File: src/rtl/plab4_net_mux.sv
// plab4_net_mux: merges two per-domain val/rdy message streams into one
// output stream. A round-robin arbiter picks at most one domain per cycle
// and the winner's message lands in a single-entry registered buffer. The
// buffered message carries a domain tag so responses can be routed back.
//
// Handshake rule for every port pair: a transfer happens on a rising clock
// edge exactly when val and rdy are both high during the preceding cycle.
// A source that raises val must hold val and its message stable until it
// sees rdy; rdy may rise or fall freely and never depends on message
// contents.

module plab4_net_mux #(
   parameter int p_msg_cnbits = 32,
   parameter int p_msg_dnbits = 32
) (
   input  logic                    clk,
   input  logic                    reset,

   input  logic                    in_val_d1,
   output logic                    in_rdy_d1,
   input  logic [p_msg_cnbits-1:0] in_msg_control_d1,
   input  logic [p_msg_dnbits-1:0] in_msg_data_d1,

   input  logic                    in_val_d2,
   output logic                    in_rdy_d2,
   input  logic [p_msg_cnbits-1:0] in_msg_control_d2,
   input  logic [p_msg_dnbits-1:0] in_msg_data_d2,

   output logic                    out_val,
   input  logic                    out_rdy,
   output logic [p_msg_cnbits-1:0] out_msg_control,
   output logic [p_msg_dnbits-1:0] out_msg_data,
   output logic                    domain
);

   // Buffer and arbitration state
   logic                    full;
   logic                    buf_dom;
   logic [p_msg_cnbits-1:0] buf_ctrl;
   logic [p_msg_dnbits-1:0] buf_data;
   logic                    prio;       // 0: d1 wins a tie, 1: d2 wins

   // Combinational control
   logic                    can_accept;
   logic                    grant_d1;
   logic                    grant_d2;
   logic                    in_fire;
   logic                    out_fire;
   logic [p_msg_cnbits-1:0] sel_ctrl;
   logic [p_msg_dnbits-1:0] sel_data;

   // Round-robin grant; the buffer may take a message when empty or draining
   always_comb begin
      can_accept = !full || out_rdy;
      grant_d1   = 1'b0;
      grant_d2   = 1'b0;
      if (can_accept) begin
         if (in_val_d1 && in_val_d2) begin
            grant_d1 = !prio;
            grant_d2 = prio;
         end else begin
            grant_d1 = in_val_d1;
            grant_d2 = in_val_d2;
         end
      end
   end

   // Ready is forced low while reset is held so nothing is offered then
   always_comb begin
      in_rdy_d1 = !reset && grant_d1;
      in_rdy_d2 = !reset && grant_d2;
      in_fire   = (in_val_d1 && in_rdy_d1) || (in_val_d2 && in_rdy_d2);
      out_fire  = full && out_rdy;
   end

   // Masked select: the ungranted domain's fields are zeroed before the
   // mux so they cannot leak into the buffer even transiently
   always_comb begin
      sel_ctrl = ({p_msg_cnbits{grant_d1}} & in_msg_control_d1)
               | ({p_msg_cnbits{grant_d2}} & in_msg_control_d2);
      sel_data = ({p_msg_dnbits{grant_d1}} & in_msg_data_d1)
               | ({p_msg_dnbits{grant_d2}} & in_msg_data_d2);
   end

   // Buffer: fill on input handshake (even while draining), scrub on a
   // drain without refill, hold otherwise
   always_ff @(posedge clk or posedge reset) begin
      if (reset) begin
         full     <= 1'b0;
         buf_dom  <= 1'b0;
         buf_ctrl <= '0;
         buf_data <= '0;
      end else if (in_fire) begin
         full     <= 1'b1;
         buf_dom  <= grant_d2;
         buf_ctrl <= sel_ctrl;
         buf_data <= sel_data;
      end else if (out_fire) begin
         full     <= 1'b0;
         buf_dom  <= 1'b0;
         buf_ctrl <= '0;
         buf_data <= '0;
      end
   end

   // Priority pointer flips on every accepted message only
   always_ff @(posedge clk or posedge reset) begin
      if (reset) begin
         prio <= 1'b0;
      end else if (in_fire) begin
         prio <= ~prio;
      end
   end

   // Outputs come straight from registers
   always_comb begin
      out_val         = full;
      domain          = buf_dom;
      out_msg_control = buf_ctrl;
      out_msg_data    = buf_data;
   end

endmodule

File: config.mk
export PLATFORM = sky130hd
export DESIGN_NAME = plab4_net_mux
export DESIGN_NICKNAME = d
export VERILOG_FILES = /design/src/rtl/plab4_net_mux.sv
export SDC_FILE = /design/constraint.sdc
export NUM_CORES = 1
export LEC_CHECK = 0
export BUFFER_PORTS_ARGS = -buffer_cell sky130_fd_sc_hd__buf_4
export CAP_MARGIN = 20
export CORE_ASPECT_RATIO = 1.4
export CORE_MARGIN = 2
export CORE_UTILIZATION = 40
export CTS_BUF_LIST = sky130_fd_sc_hd__clkbuf_4 sky130_fd_sc_hd__clkbuf_8
export DETAILED_ROUTE_END_ITERATION = 10
export GPL_ROUTABILITY_DRIVEN = 0
export PLACE_DENSITY = 0.87
export SYNTH_ARGS = -nofsm -noshare
export SYNTH_HDL_FRONTEND = slang
export SYNTH_SLANG_ARGS = --single-unit
export TNS_END_PERCENT = 1
File: constraint.sdc
create_clock -name clk -period 3.85 [get_ports clk]
set_input_delay 0.1925 -clock clk [delete_from_list [all_inputs] [get_ports clk]]
set_output_delay 0.1925 -clock clk [all_outputs]
set_load 0.05 [all_outputs]
==> flow_metrics.env <==
export IMPL_met3_wirelength_mm=1.006
export IMPL_synth_top_cell_area_share=0.4994
export IMPL_synthAdderAreaFrac=0
export IMPL_clk_pin_slew_worst_paths_ns=0.07
export IMPL_wl_met1_mm=3.886
export IMPL_yosysWarnings=0
export IMPL_dp_slack_ns=1.396
export IMPL_antenna_found_initial=0
export IMPL_start_kind="register"
export IMPL_status="complete, no violations"
export IMPL_cts_made_buffers=9
export IMPL_dieArea_um2=9152
export IMPL_hpwl_mm=7.288
export IMPL_timing_setup_tns_ns=0
export IMPL_synth_xor_area_frac=0.002609
export IMPL_setup_slack_ns=1.225
export IMPL_totalWireLength_mm=10.62
export IMPL_slew_headroom=0.4157
export IMPL_antenna_left=0
export IMPL_worstMarginPinSlew_ns=0.8764
export IMPL_synth_simple_area_share=0.01640
export IMPL_insertion_delay_ns=0.34
export IMPL_fin_skew_ns=0.007219
export IMPL_post_cts_buffers=0
export IMPL_ys_top_cells_by_area="dfrtp_1 (50%), a221o_1 (19%), o311a_1 (19%)"
export IMPL_post_drt_wl_per_cell_um=19.93
export IMPL_cts_tree="yes"
export IMPL_track_usage=0.2303
export IMPL_synth_main_ff_cell="dfrtp_1"
export IMPL_syn_num_nets=384
export IMPL_maxCapViolCount=0
export IMPL_syn_avg_cell_area_um2=13.37
export IMPL_yosysUniqueCellTypes=19
export IMPL_cts_hold_buf=0
export IMPL_p_leak_nw=2.524
export IMPL_grt_max_degree=71
export IMPL_die_y_um=112.4
export IMPL_rsz0062_at_grt="no"
export IMPL_fmax_mhz=381.0
export IMPL_dr_pass1_iters=5
export IMPL_coreArea_um2=8149
export IMPL_hold_class="input port to register"
export IMPL_power_total_mw=2.937
export IMPL_first_iter_violations=218
export IMPL_drc_errors=0
export IMPL_synth_common_cells="dfrtp_1 (67), a221o_1 (64), o311a_1 (64)"
export IMPL_clock_path_buffers=2
export IMPL_grt_pass1_wl_mm=16.26
export IMPL_synthDominantAreaCellType="dfrtp_1"
export IMPL_vias=3327
export IMPL_power_density_nw_per_um2=584.3
export IMPL_htreeDepth=3
export IMPL_n_fill_cell=656
export IMPL_synth_area_um2=3357
export IMPL_crit_fanout=39
export IMPL_yosysMostFrequentCell="dfrtp_1"
export IMPL_fin_nets=560
export IMPL_fp_row_count=39
export IMPL_initial_core_util=0.4119
export IMPL_synth_top_family_by_area="compound AO/OA/AOI/OAI gates"
export IMPL_muxShareOfSynthArea=0
export IMPL_timing_final_crit_share=0.6817
export IMPL_setup_viol=0
export IMPL_grt_pass1_vias=3304
export IMPL_highest_layer="met4"
export IMPL_layout_min_cycle_time_ns=2.625
export IMPL_worstPathArrival_ns=2.43
export IMPL_crit_path_end_kind="output port"
export IMPL_ys_seq_area_frac=0.4994
export IMPL_die_width_um=81.43
export IMPL_netlist_instances=251
export IMPL_port_buffers=200
export IMPL_syn2layout_area_growth_pct=49.76
export IMPL_hold_viol=0
export IMPL_critPathKind="register to output port"
export IMPL_post_cts_resized=0
export IMPL_synth_edff_count=0
export IMPL_worstPathRequired_ns=3.66
export IMPL_synthArstFlopShare=1.000
export IMPL_drv_slew=0
export IMPL_ys_seq_elements=67
export IMPL_overflow=0
export IMPL_synth_compound_area_frac=0.3969
export IMPL_cts_sinks=67
export IMPL_clockRootBuffer="clkbuf_8"
export IMPL_drive_gt1_frac=0.5336
export IMPL_peakVddDrop_mv=0.3132
export IMPL_antennaDiodeCount=0
export IMPL_wl_met2_mm=5.492
export IMPL_vias_per_cell=6.242
export IMPL_ioPinCount=201
area by class of cell:
cell class | instances | area (um^2) | share of cell area
repair buffers | 208 | 1594 | 0.3171
clock buffers | 14 | 186.4 | 0.03708
multi-input cells | 139 | 1404 | 0.2792
well taps | 102 | 127.6 | 0.02539
clock inverters | 1 | 30.03 | 0.005973
flip-flops and latches | 67 | 1678 | 0.3337
inverters | 2 | 7.507 | 0.001493
flip-flops by register name, summed over array words and instances (netlist names):
signal and count:
out_msg_data 32, out_msg_control 32, out_val 1, prio 1, domain 1
critical path: stages (launching register included):
cell and delay [ns]:
dfrtp_2 0.66, and2b_4 0.32, a2111oi_4 0.76, buf_4 0.34
layer usage:
| layer | GRT usage | up-vias |
|---|---|---|
| met5 | 0 | - |
| met4 | 0.09266 | 0 |
| met3 | 0.05868 | 18 |
| met2 | 0.3951 | 188 |
| met1 | 0.2683 | 1652 |
| li1 | - | 1469 |
cells in the final DEF, fill, tap and decap left out:
master	netlist	final
a2111oi_4	1	1
a21o_1	1	1
a221o_1	64	64
and2b_4	1	1
buf_12	0	1
buf_16	0	1
buf_4	7	206
bufinv_16	0	1
clkbuf_4	0	1
clkbuf_8	0	13
dfrtp_1	67	66
dfrtp_2	0	1
inv_1	2	1
inv_2	0	1
nand2_2	0	1
nor2_4	0	1
nor2b_1	1	1
nor3_1	1	1
nor4b_4	1	1
o21bai_1	1	1
o311a_1	64	64
o31a_1	1	1
xor2_1	1	1
metrics by stage:
stage,cell area [um^2],std cells,hold slack (ns),util
3_5_place_dp,4783,517,0.4250,0.5870
3_3_place_gp,4783,517,0.4221,0.5870
5_1_grt,5027,533,0.04841,0.6169
6_report,5027,533,0.07188,0.6169
4_1_cts,5000,532,0.05589,0.6135
2_1_floorplan,3357,251,0.3374,-
final timing paths:
path | from | to | slack [ns] | cells past startpoint
hold reg to reg | domain | domain | 0.51 | 1
setup reg to reg | out_val | out_msg_data[20] | 1.47 | 4
hold / removal | in_msg_data_d2[30] | out_msg_data[30] | 0.07 | 2
setup / recovery | out_val | in_rdy_d1 | 1.23 | 3
min in group asynchronous | reset | out_msg_control[17] | 0.25 | 2
max in group asynchronous | reset | out_msg_control[6] | 2.66 | 3
logic make-up after synthesis:
logic type	Yosys count
flip-flops	67
AND/OR/NAND/NOR	6
XOR/XNOR	1
AO/OA/AOI/OAI	132
buffers and inverters	45
report_power, final:
part / internal, mW / switching, mW / total [mW]
clock: 0.374 / 0.253 / 0.627
sequential: 0.864 / 0.115 / 0.978
combinational: 0.495 / 0.837 / 1.33
total: 1.73 / 1.20 / 2.94
Note: power is estimated with default switching activity, not from simulation.
